$ cat src/rtl/sa_autosa_sdp_pkg.sv
// sa_autosa_sdp_pkg: shared SDP DMA widths and RATIO helpers
`timescale 1ns/1ps
package sa_autosa_sdp_pkg;
  localparam int SDP_IW = 512;
  localparam int SDP_OW = 256;
  localparam int SDP_CW = 1;
  function automatic bit ratio_ok(input int r);
    return r == 1 || r == 2 || r == 4 || r == 8 || r == 16;
  endfunction
  function automatic int last_idx(input int r, input bit dp8);
    return r == 1 ? 0 : dp8 ? r - 1 : r / 2 - 1;
  endfunction
endpackage

$ cat src/rtl/sa_autosa_sdp_wdma_unpack_seg_wr.sv
// sa_autosa_sdp_wdma_unpack_seg_wr: per-segment accumulator bank with decoded writes
// Ports: clk, rst_n (async, active-low); i_wr stores i_beat into segment i_idx;
// i_clr empties the bank when a word closes; o_word is the bank with segment
// i_idx replaced by i_beat (the word as it would close this cycle).
// With SA_AUTOSA_SDP_WDMA_UNPACK_MASK_EN: o_mask marks segments written so far,
// including i_idx.
`timescale 1ns/1ps
module sa_autosa_sdp_wdma_unpack_seg_wr #(
  parameter int OW = 256,
  parameter int RATIO = 2,
  parameter int CNTW = 1
) (
  input  logic                clk,
  input  logic                rst_n,
  input  logic                i_wr,
  input  logic                i_clr,
  input  logic [CNTW-1:0]     i_idx,
  input  logic [OW-1:0]       i_beat,
`ifdef SA_AUTOSA_SDP_WDMA_UNPACK_MASK_EN
  output logic [RATIO-1:0]    o_mask,
`endif
  output logic [RATIO*OW-1:0] o_word
);
  for (genvar g = 0; g < RATIO; g++) begin : g_seg
    logic [OW-1:0] r_seg;
    logic          w_sel;
    assign w_sel = i_idx == CNTW'(g);
    always_ff @(posedge clk or negedge rst_n) begin
      if (!rst_n) r_seg <= '0;
      else if (i_clr) r_seg <= '0;
      else if (i_wr && w_sel) r_seg <= i_beat;
    end
    assign o_word[g*OW +: OW] = w_sel ? i_beat : r_seg;
`ifdef SA_AUTOSA_SDP_WDMA_UNPACK_MASK_EN
    logic r_bit;
    always_ff @(posedge clk or negedge rst_n) begin
      if (!rst_n) r_bit <= 1'b0;
      else if (i_clr) r_bit <= 1'b0;
      else if (i_wr && w_sel) r_bit <= 1'b1;
    end
    assign o_mask[g] = w_sel | r_bit;
`endif
  end
endmodule

$ cat src/rtl/sa_autosa_sdp_wdma_unpack.sv
// sa_autosa_sdp_wdma_unpack: gathers OW-bit beats into IW-bit words for SDP write DMA
// Ports: autosa_core_clk, autosa_core_rstn (async, active-low); cfg_dp_8 selects
// RATIO (1) or RATIO/2 (0) beats per word; inp_* = {ctrl, data} beat stream,
// a set ctrl bit closes the word early; out_* = {ctrl, word} word stream.
// Optional macro SA_AUTOSA_SDP_WDMA_UNPACK_MASK_EN adds out_mask (segments written).
`timescale 1ns/1ps
module sa_autosa_sdp_wdma_unpack
  import sa_autosa_sdp_pkg::*;
#(
  parameter int IW = SDP_IW,
  parameter int CW = SDP_CW,
  parameter int OW = SDP_OW
) (
  input  logic             autosa_core_clk,
  input  logic             autosa_core_rstn,
  input  logic             cfg_dp_8,
  input  logic             inp_pvld,
  output logic             inp_prdy,
  input  logic [OW+CW-1:0] inp_data,
  output logic             out_pvld,
  input  logic             out_prdy,
`ifdef SA_AUTOSA_SDP_WDMA_UNPACK_MASK_EN
  output logic [IW/OW-1:0] out_mask,
`endif
  output logic [IW+CW-1:0] out_data
);
  localparam int RATIO = IW / OW;
  localparam int CNTW = RATIO > 1 ? $clog2(RATIO) : 1;
  localparam logic [CNTW-1:0] LAST_FULL = CNTW'(last_idx(RATIO, 1'b1));
  localparam logic [CNTW-1:0] LAST_HALF = CNTW'(last_idx(RATIO, 1'b0));
  if (!ratio_ok(RATIO) || RATIO * OW != IW) begin : g_bad_ratio
    $error("sa_autosa_sdp_wdma_unpack: IW/OW must be 1, 2, 4, 8 or 16");
  end
  logic [CNTW-1:0]  r_cnt;
  logic             r_out_pvld;
  logic [IW+CW-1:0] r_out_data;
  logic [CW-1:0]    w_ctrl;
  logic [CNTW-1:0]  w_last;
  logic             w_done;
  logic             w_inp_acc;
  logic [IW-1:0]    w_word;
  assign w_ctrl    = inp_data[OW+CW-1:OW];
  assign w_last    = cfg_dp_8 ? LAST_FULL : LAST_HALF;
  // >= so a word left past its end by a cfg change still closes on the next beat
  assign w_done    = r_cnt >= w_last || |w_ctrl;
  // only a closing beat needs the output register free
  assign inp_prdy  = !r_out_pvld || out_prdy || !w_done;
  assign w_inp_acc = inp_pvld && inp_prdy;
  assign out_pvld  = r_out_pvld;
  assign out_data  = r_out_data;
`ifdef SA_AUTOSA_SDP_WDMA_UNPACK_MASK_EN
  logic [RATIO-1:0] w_mask;
  logic [RATIO-1:0] r_out_mask;
  assign out_mask = r_out_mask;
  always_ff @(posedge autosa_core_clk or negedge autosa_core_rstn) begin
    if (!autosa_core_rstn) r_out_mask <= '0;
    else if (w_inp_acc && w_done) r_out_mask <= w_mask;
  end
`endif
  sa_autosa_sdp_wdma_unpack_seg_wr #(.OW(OW), .RATIO(RATIO), .CNTW(CNTW)) u_seg_wr (
    .clk    (autosa_core_clk),
    .rst_n  (autosa_core_rstn),
    .i_wr   (w_inp_acc && !w_done),
    .i_clr  (w_inp_acc && w_done),
    .i_idx  (r_cnt),
    .i_beat (inp_data[OW-1:0]),
`ifdef SA_AUTOSA_SDP_WDMA_UNPACK_MASK_EN
    .o_mask (w_mask),
`endif
    .o_word (w_word)
  );
  always_ff @(posedge autosa_core_clk or negedge autosa_core_rstn) begin
    if (!autosa_core_rstn) begin
      r_cnt      <= '0;
      r_out_pvld <= 1'b0;
      r_out_data <= '0;
    end else begin
      if (w_inp_acc) r_cnt <= w_done ? '0 : r_cnt + CNTW'(1);
      if (w_inp_acc && w_done) begin
        r_out_pvld <= 1'b1;
        r_out_data <= {w_ctrl, w_word};
      end else if (out_prdy) r_out_pvld <= 1'b0;
    end
  end
endmodule

$ cat config.mk
export PLATFORM = sky130hd
export DESIGN_NAME = sa_autosa_sdp_wdma_unpack
export DESIGN_NICKNAME = d
export VERILOG_FILES = /design/src/rtl/sa_autosa_sdp_pkg.sv /design/src/rtl/sa_autosa_sdp_wdma_unpack_seg_wr.sv /design/src/rtl/sa_autosa_sdp_wdma_unpack.sv
export SDC_FILE = /design/constraint.sdc
export NUM_CORES = 1
export LEC_CHECK = 0
export BUFFER_PORTS_ARGS = -buffer_cell sky130_fd_sc_hd__buf_2
export CAP_MARGIN = 20
export CORE_UTILIZATION = 45
export CTS_CLUSTER_SIZE = 30
export DETAILED_ROUTE_END_ITERATION = 10
export PLACE_DENSITY_LB_ADDON = 0.1
export SKIP_CTS_REPAIR_TIMING = 1
export SYNTH_ARGS = -nofsm -noshare
export SYNTH_HDL_FRONTEND = slang
export SYNTH_HIERARCHICAL = 1
export SYNTH_SLANG_ARGS = --single-unit
$ cat constraint.sdc
create_clock -name autosa_core_clk -period 3.7 [get_ports autosa_core_clk]
set_clock_uncertainty 0.2 [all_clocks]
set_input_delay 0.185 -clock autosa_core_clk [delete_from_list [all_inputs] [get_ports autosa_core_clk]]
set_output_delay 0.185 -clock autosa_core_clk [all_outputs]
set_load 0.02 [all_outputs]
==> flow_summary.yaml, run 1 <==
run_status:
  status: "finished clean"
route:
  wirelength_um: 131000
  ant_nets: 0
  routed-via-count: 31000
  first_pass_iters: 7
  dr.first_iter.drc_count: 1615
  via_per_inst: 5.00
  wl_per_cell_um: 21.2
  route.detailed.drc: 0
min_path:
  min_from: "cfg_dp_8"
  hold_path_end: "r_cnt"
  hold_depth: 4
  hp-class: "in -> reg"
floorplanning:
  design.die.area_um2: 115000
  ioPinCount: 777
  die_w_um: 339
  start_util_pct: 45.5
  fp-row-count: 123
  die_y_um: 339
  core_area_um2: 113000
global_routing:
  grt_pass1_vias: 31400
  grt_start_max_net_pins: 164
  grt_pass1_wl_um: 198000
  track_usage_pct: 22.1
  antenna_found_initial: 12
  grt-ovfl-total: 0
yosys:
  synth_area_um2: 51200
  synth_common_cells: "1027 x dfrtp_1, 770 x nand2b_1, 566 x mux2_2"
  yosys.area.top_type: "dfrtp_1"
  synth_top_area_share_pct: 50.2
  avgSynthCellArea_um2: 14.2
  synth.most_common_cell: "dfrtp_1"
  synth.distinct_cells: 23
  synthArstFlopShare_pct: 100
  synth_ff_type: "dfrtp_1"
  seq_area_frac_synth_pct: 50.2
  postSynthCellCount: 3603
  ys_ff_latch: 1027
  yosysWarnings: 6
  synth_area_leaders: "dfrtp_1 50%, mux2_4 13%, mux2_2 12%"
  synth_fp_nets: 3865
  synth_edf_count: 0
layout:
  fin_util_pct: 55.4
  fin_area_um2: 62500
  syn_to_final_growth_pct: 21.9
  fill_cells: 9522
  layout-drive-gt1-share_pct: 44.1
  nNetsFinal: 4848
setup_path:
  cp_top_family: "simple AND/OR/NAND/NOR gates"
  crit_buf_inv: 2
  path_cells: "nor3b_2 -> and2_1 -> nor2b_4 -> buf_12 -> buf_4 -> mux2i_1"
  end_kind: "flip-flop"
  cp-start-kind: "flip-flop"
  reg2reg_setup_slack_ns: 0.89
  slowest_stage: "dfrtp_4"
  worst_path_largest_cell_delay_ns: 0.65
  cp-startpoint: "r_cnt"
  arrival_ns: 3.24
  r2r_cells: 6
  r2r-start: "r_cnt"
  worstReg2RegEnd: "u_seg_wr/g_seg[0].r_seg[200]"
  critical_path_peak_fanout: 32
  crit_type: "reg -> reg"
  crit_required_ns: 4.13
placed_design:
  port_buffers: 776
  postPlaceCellArea_um2: 55900
  place_congestion: 0.781
  dp_hpwl_um: 86400
power_and_ir_drop:
  p_per_area_nw_per_um2: 542
  p_leak_nw: 31.9
  vdd_drop_max_v: 0.000422
sta:
  worstMarginPinSlew_ns: 1.31
  slew-limit-headroom_pct: 12.5
  finalSetupTns_ns: 0
  period_needed_ns: 2.81
  timing.fmax_mhz: 356
  setup_viol: 0
  holdWs_ns: 0.0744
  rsz0062_at_grt: "false"
  slew_violations: 0
  hold_viol: 0
  fin_crit_sh_pct: 75.9
clock_tree:
  clk_latency_ns: 0.71
  cts_sinks: 1027
  root_buffer: "clkbuf_16"
  cts_max_path_buffers: 3
  htreeDepth: 3
  cts_inserted_buffers: 116
  cts_tree: "done"
  clk_pin_slew_ns: 0.06
run:
  cap_viol_max_count: 0
through the flow:
step | power [mW] | cells | setup WS, ns
2_1_floorplan | 19.3 | 3603 | 1.43
3_3_place_gp | 22.0 | 5704 | 0.903
3_5_place_dp | 22.1 | 5704 | 0.833
4_1_cts | 34.0 | 5917 | 0.827
5_1_grt | 35.2 | 6189 | 0.686
6_report | 33.8 | 6190 | 0.892
cell type report:
class	instances	area [µm²]	area share, %
Sequential cell	1027	25700	41.2
Multi-Input combinational cell	2319	23300	37.3
Timing Repair Buffer	1121	7640	12.2
Clock buffer	182	3420	5.48
Tap cell	1500	1880	3.01
Clock inverter	31	457	0.731
Antenna cell	9	22.5	0.0361
Inverter	1	11.3	0.0180
state kept, by name (all words and copies together) (netlist names):
register,count
out_data,513
out_pvld,1
r_cnt,1
u_seg_wr/g_seg.r_seg,512
layer usage:
metal / wire length (µm) / global-route usage [%] / vias up
met2: 63200 / 35.9 / 676
met4: 3630 / 7.23 / 8
li1: - / - / 14400
met5: 54 / 0 / -
met3: 6040 / 5.25 / 191
met1: 58000 / 29.0 / 15700
worst register-to-register path, stage by stage, from the launching register on:
cell     delay [ns]
dfrtp_4        0.65
nor3b_2        0.28
and2_1         0.34
nor2b_4        0.24
buf_12         0.28
buf_4          0.50
mux2i_1        0.26
worst max-delay path by stage:
stage,to,slack (ns),depth (start not counted)
after CTS,out_data[494],0.83,4
final,u_seg_wr/g_seg[0].r_seg[200],0.89,6
after global placement,out_data[495],0.90,4
after floorplan,u_seg_wr/g_seg[0].r_seg[139],1.43,11
after detailed placement,out_data[494],0.83,4
after global routing,u_seg_wr/g_seg[0].r_seg[203],0.69,6
placed cells by master, fill, tap and decap left out, drive strengths merged:
master,count
dfrtp,1027
dlygate4sd3,262
mux2,1024
or2,1
nor2b,1
and2,2
mux2i,512
nand3b,1
diode,9
clkinvlp,1
bufinv,9
nand3,1
nand2b,771
a21o,1
clkinv,17
nor3b,1
buf,859
clkbuf,182
nand2,3
inv,5
a32o,1
power by group:
| part | internal, mW | switching (mW) | total, mW |
|---|---|---|---|
| clock network | 6.96 | 4.78 | 11.7 |
| registers | 12.7 | 1.16 | 13.9 |
| logic | 4.00 | 4.18 | 8.18 |
| total | 23.7 | 10.1 | 33.8 |
kinds of logic (layout without fill, tap and decap cells):
group | Yosys count | after routing | share of synthesized area (%)
other | 0 | 9 | 0
and+or+nand+nor | 781 | 781 | 9.57
buffers and inverters | 257 | 1335 | 4.36
muxes | 1536 | 1536 | 35.9
AOI/OAI and AO/OA | 2 | 2 | 0.0342
DFF | 1027 | 1027 | 50.2
No activity file was read; power rests on OpenSTA's default activity.
==> run 2, diff against run 1 <==
==> constraint.sdc (replaced) <==
create_clock -name autosa_core_clk -period 2.82 [get_ports autosa_core_clk]
set_clock_uncertainty 0.2 [all_clocks]
set_input_delay 0.141 -clock autosa_core_clk [delete_from_list [all_inputs] [get_ports autosa_core_clk]]
set_output_delay 0.141 -clock autosa_core_clk [all_outputs]
set_load 0.02 [all_outputs]
==> run 2 against run 1 <==
Total power up 31%; sequential share of layout area decreased by 0.31 points; first-iteration DRC count decreased by 23%; clock power grew 30%; register-to-register slack got worse by 0.62 ns; die area is the same.
==> flow_summary.yaml, run 2 (synthesis gave the netlist of run 1 again) <==
power_and_ir_drop:
  clkPwrFrac_pct: 34.3
  comb_power_share_pct: 24.6
  swShare_pct: 30.0
  power_frac_seq_pct: 41.1
  p_int_mw: 31.0
  p_per_area_nw_per_um2: 703
  vdd_drop_max_v: 0.000463
  power_mw: 44.3
  p_leak_nw: 32.2
  switchingPower_mw: 13.3
setup_path:
  cp_top_family: "buffers and inverters"
  critical_path_peak_fanout: 63
  crit_required_ns: 3.19
  r2r_cells: 6
  worst_path_largest_cell_delay_ns: 0.57
  path_cells: "buf_12 -> buf_12 -> nand2b_1 -> nand3_1 -> dlygate4sd3_1 -> a32o_1"
  worstReg2RegEnd: "out_data[512]"
  path_common_cell: "buf_12"
  r2r-start: "r_cnt"
  end_kind: "flip-flop"
  crit_buf_inv: 3
  cp-start-kind: "flip-flop"
  arrival_ns: 2.92
  slowest_stage: "dlygate4sd3_1"
  reg2reg_setup_slack_ns: 0.27
  crit_type: "reg -> reg"
floorplanning:
  fp-row-count: 123
  design.die.area_um2: 115000
  die_w_um: 339
  core_area_um2: 113000
  ioPinCount: 777
  die_y_um: 339
  start_util_pct: 45.5
layout:
  final_cell_mix: "1026 x dfrtp_1, 775 x buf_2, 770 x nand2b_1"
  final_common_cell: "dfrtp_1"
  layout-drive-gt1-share_pct: 44.6
  fin_area_um2: 62900
  largest_reg_flops: 513
  syn_to_final_growth_pct: 22.8
  nNetsFinal: 4877
  fill_cells: 9514
route:
  first_pass_iters: 4
  wirelength_um: 132000
  route.detailed.drc: 0
  ant_nets: 0
  wl_per_cell_um: 21.2
  routed-via-count: 30900
  dr.first_iter.drc_count: 1251
  via_per_inst: 4.97
global_routing:
  grt_pass1_wl_um: 199000
  grt_start_max_net_pins: 112
  grt_pass1_vias: 31500
  track_usage_pct: 22.2
  grt-ovfl-total: 0
  antenna_found_initial: 13
clock_tree:
  clk_pin_slew_ns: 0.06
  cts_sinks: 1027
  root_buffer: "clkbuf_16"
  htreeDepth: 3
  cts_inserted_buffers: 115
  cts_max_path_buffers: 3
  clk_latency_ns: 0.69
  cts_tree: "done"
placed_design:
  postPlaceCellArea_um2: 56400
  port_buffers: 776
  place_congestion: 0.795
  dp_hpwl_um: 88700
sta:
  slew-limit-headroom_pct: 57.3
  rsz0062_at_grt: "false"
  fin_crit_sh_pct: 90.3
  worstMarginPinSlew_ns: 0.641
  finalSetupTns_ns: 0
  timing.fmax_mhz: 393
  hold_viol: 0
  slew_violations: 0
  setup_viol: 0
  period_needed_ns: 2.55
min_path:
  hold_depth: 4
  hold_path_end: "u_seg_wr/g_seg[1].r_seg[31]"
  min_from: "inp_data[31]"
  hp-class: "in -> reg"
run:
  cap_viol_max_count: 0
run_status:
  status: "finished clean"
-- run 2: cell types whose count changed in the layout (fill, tap and decap cells not counted), sizes merged --
cell | previous run | this run
dlygate4sd3 | 262 | 263
buf | 859 | 888
diode | 9 | 11
clkinv | 17 | 22
bufinv | 9 | 7
clkbuf | 182 | 177
clkinvlp | 1 | 2
-- run 2: worst register-to-register path, cell delays in order (launching register included) --
cell and delay (ns):
dfrtp_4 0.43, buf_12 0.37, buf_12 0.37, nand2b_1 0.23, nand3_1 0.07, dlygate4sd3_1 0.57, a32o_1 0.20
-- run 2: per-layer routing --
metal,up-vias,wire length (µm),GRT usage [%]
met3,175,5960,4.56
met4,8,3500,7.99
met5,-,46,0
met2,639,62900,35.2
li1,14500,-,-
met1,15600,59700,30.0
-- run 2: worst max-delay path by stage --
stage          startpoint                           end  slack, ns  depth (start not counted)
6_report            r_cnt                 out_data[512]       0.27                          6
5_1_grt             r_cnt                 out_data[512]       0.15                          6
4_1_cts             r_cnt                  out_data[25]       0.38                          5
3_5_place_dp        r_cnt                  out_data[25]       0.38                          5
3_3_place_gp        r_cnt                  out_data[25]       0.42                          5
2_1_floorplan       r_cnt  u_seg_wr/g_seg[0].r_seg[139]       0.55                         11
-- run 2: layout make-up --
type | count | area, µm² | share of cell area [%]
Clock inverter | 35 | 393 | 0.624
Tap cell | 1500 | 1880 | 2.98
Antenna cell | 11 | 27.5 | 0.0437
Clock buffer | 177 | 3430 | 5.46
Sequential cell | 1027 | 25700 | 40.8
Inverter | 1 | 11.3 | 0.0179
Multi-Input combinational cell | 2319 | 23300 | 37.1
Timing Repair Buffer | 1151 | 8160 | 13.0
-- run 2: power groups by stage --
stage	Clock [mW]	Combinational [mW]	Sequential, mW
after global placement	0	10.5	18.5
after global routing	16.1	11.6	18.4
after floorplan	0	5.52	19.8
after detailed placement	0	10.6	18.4
after CTS	15.6	10.7	18.2
final	15.2	10.9	18.2
-- run 2: per-stage QoR --
stage	setup slack, ns	hold WS (ns)	cells	util (%)
global route	0.155	0.0860	6218	55.8
finish	0.275	0.0878	6221	55.9
floorplan	0.552	-0.355	3603	-
CTS	0.379	-0.862	5946	53.5
global placement	0.423	-0.0908	5734	50.1
detailed placement	0.380	-0.0940	5734	50.1
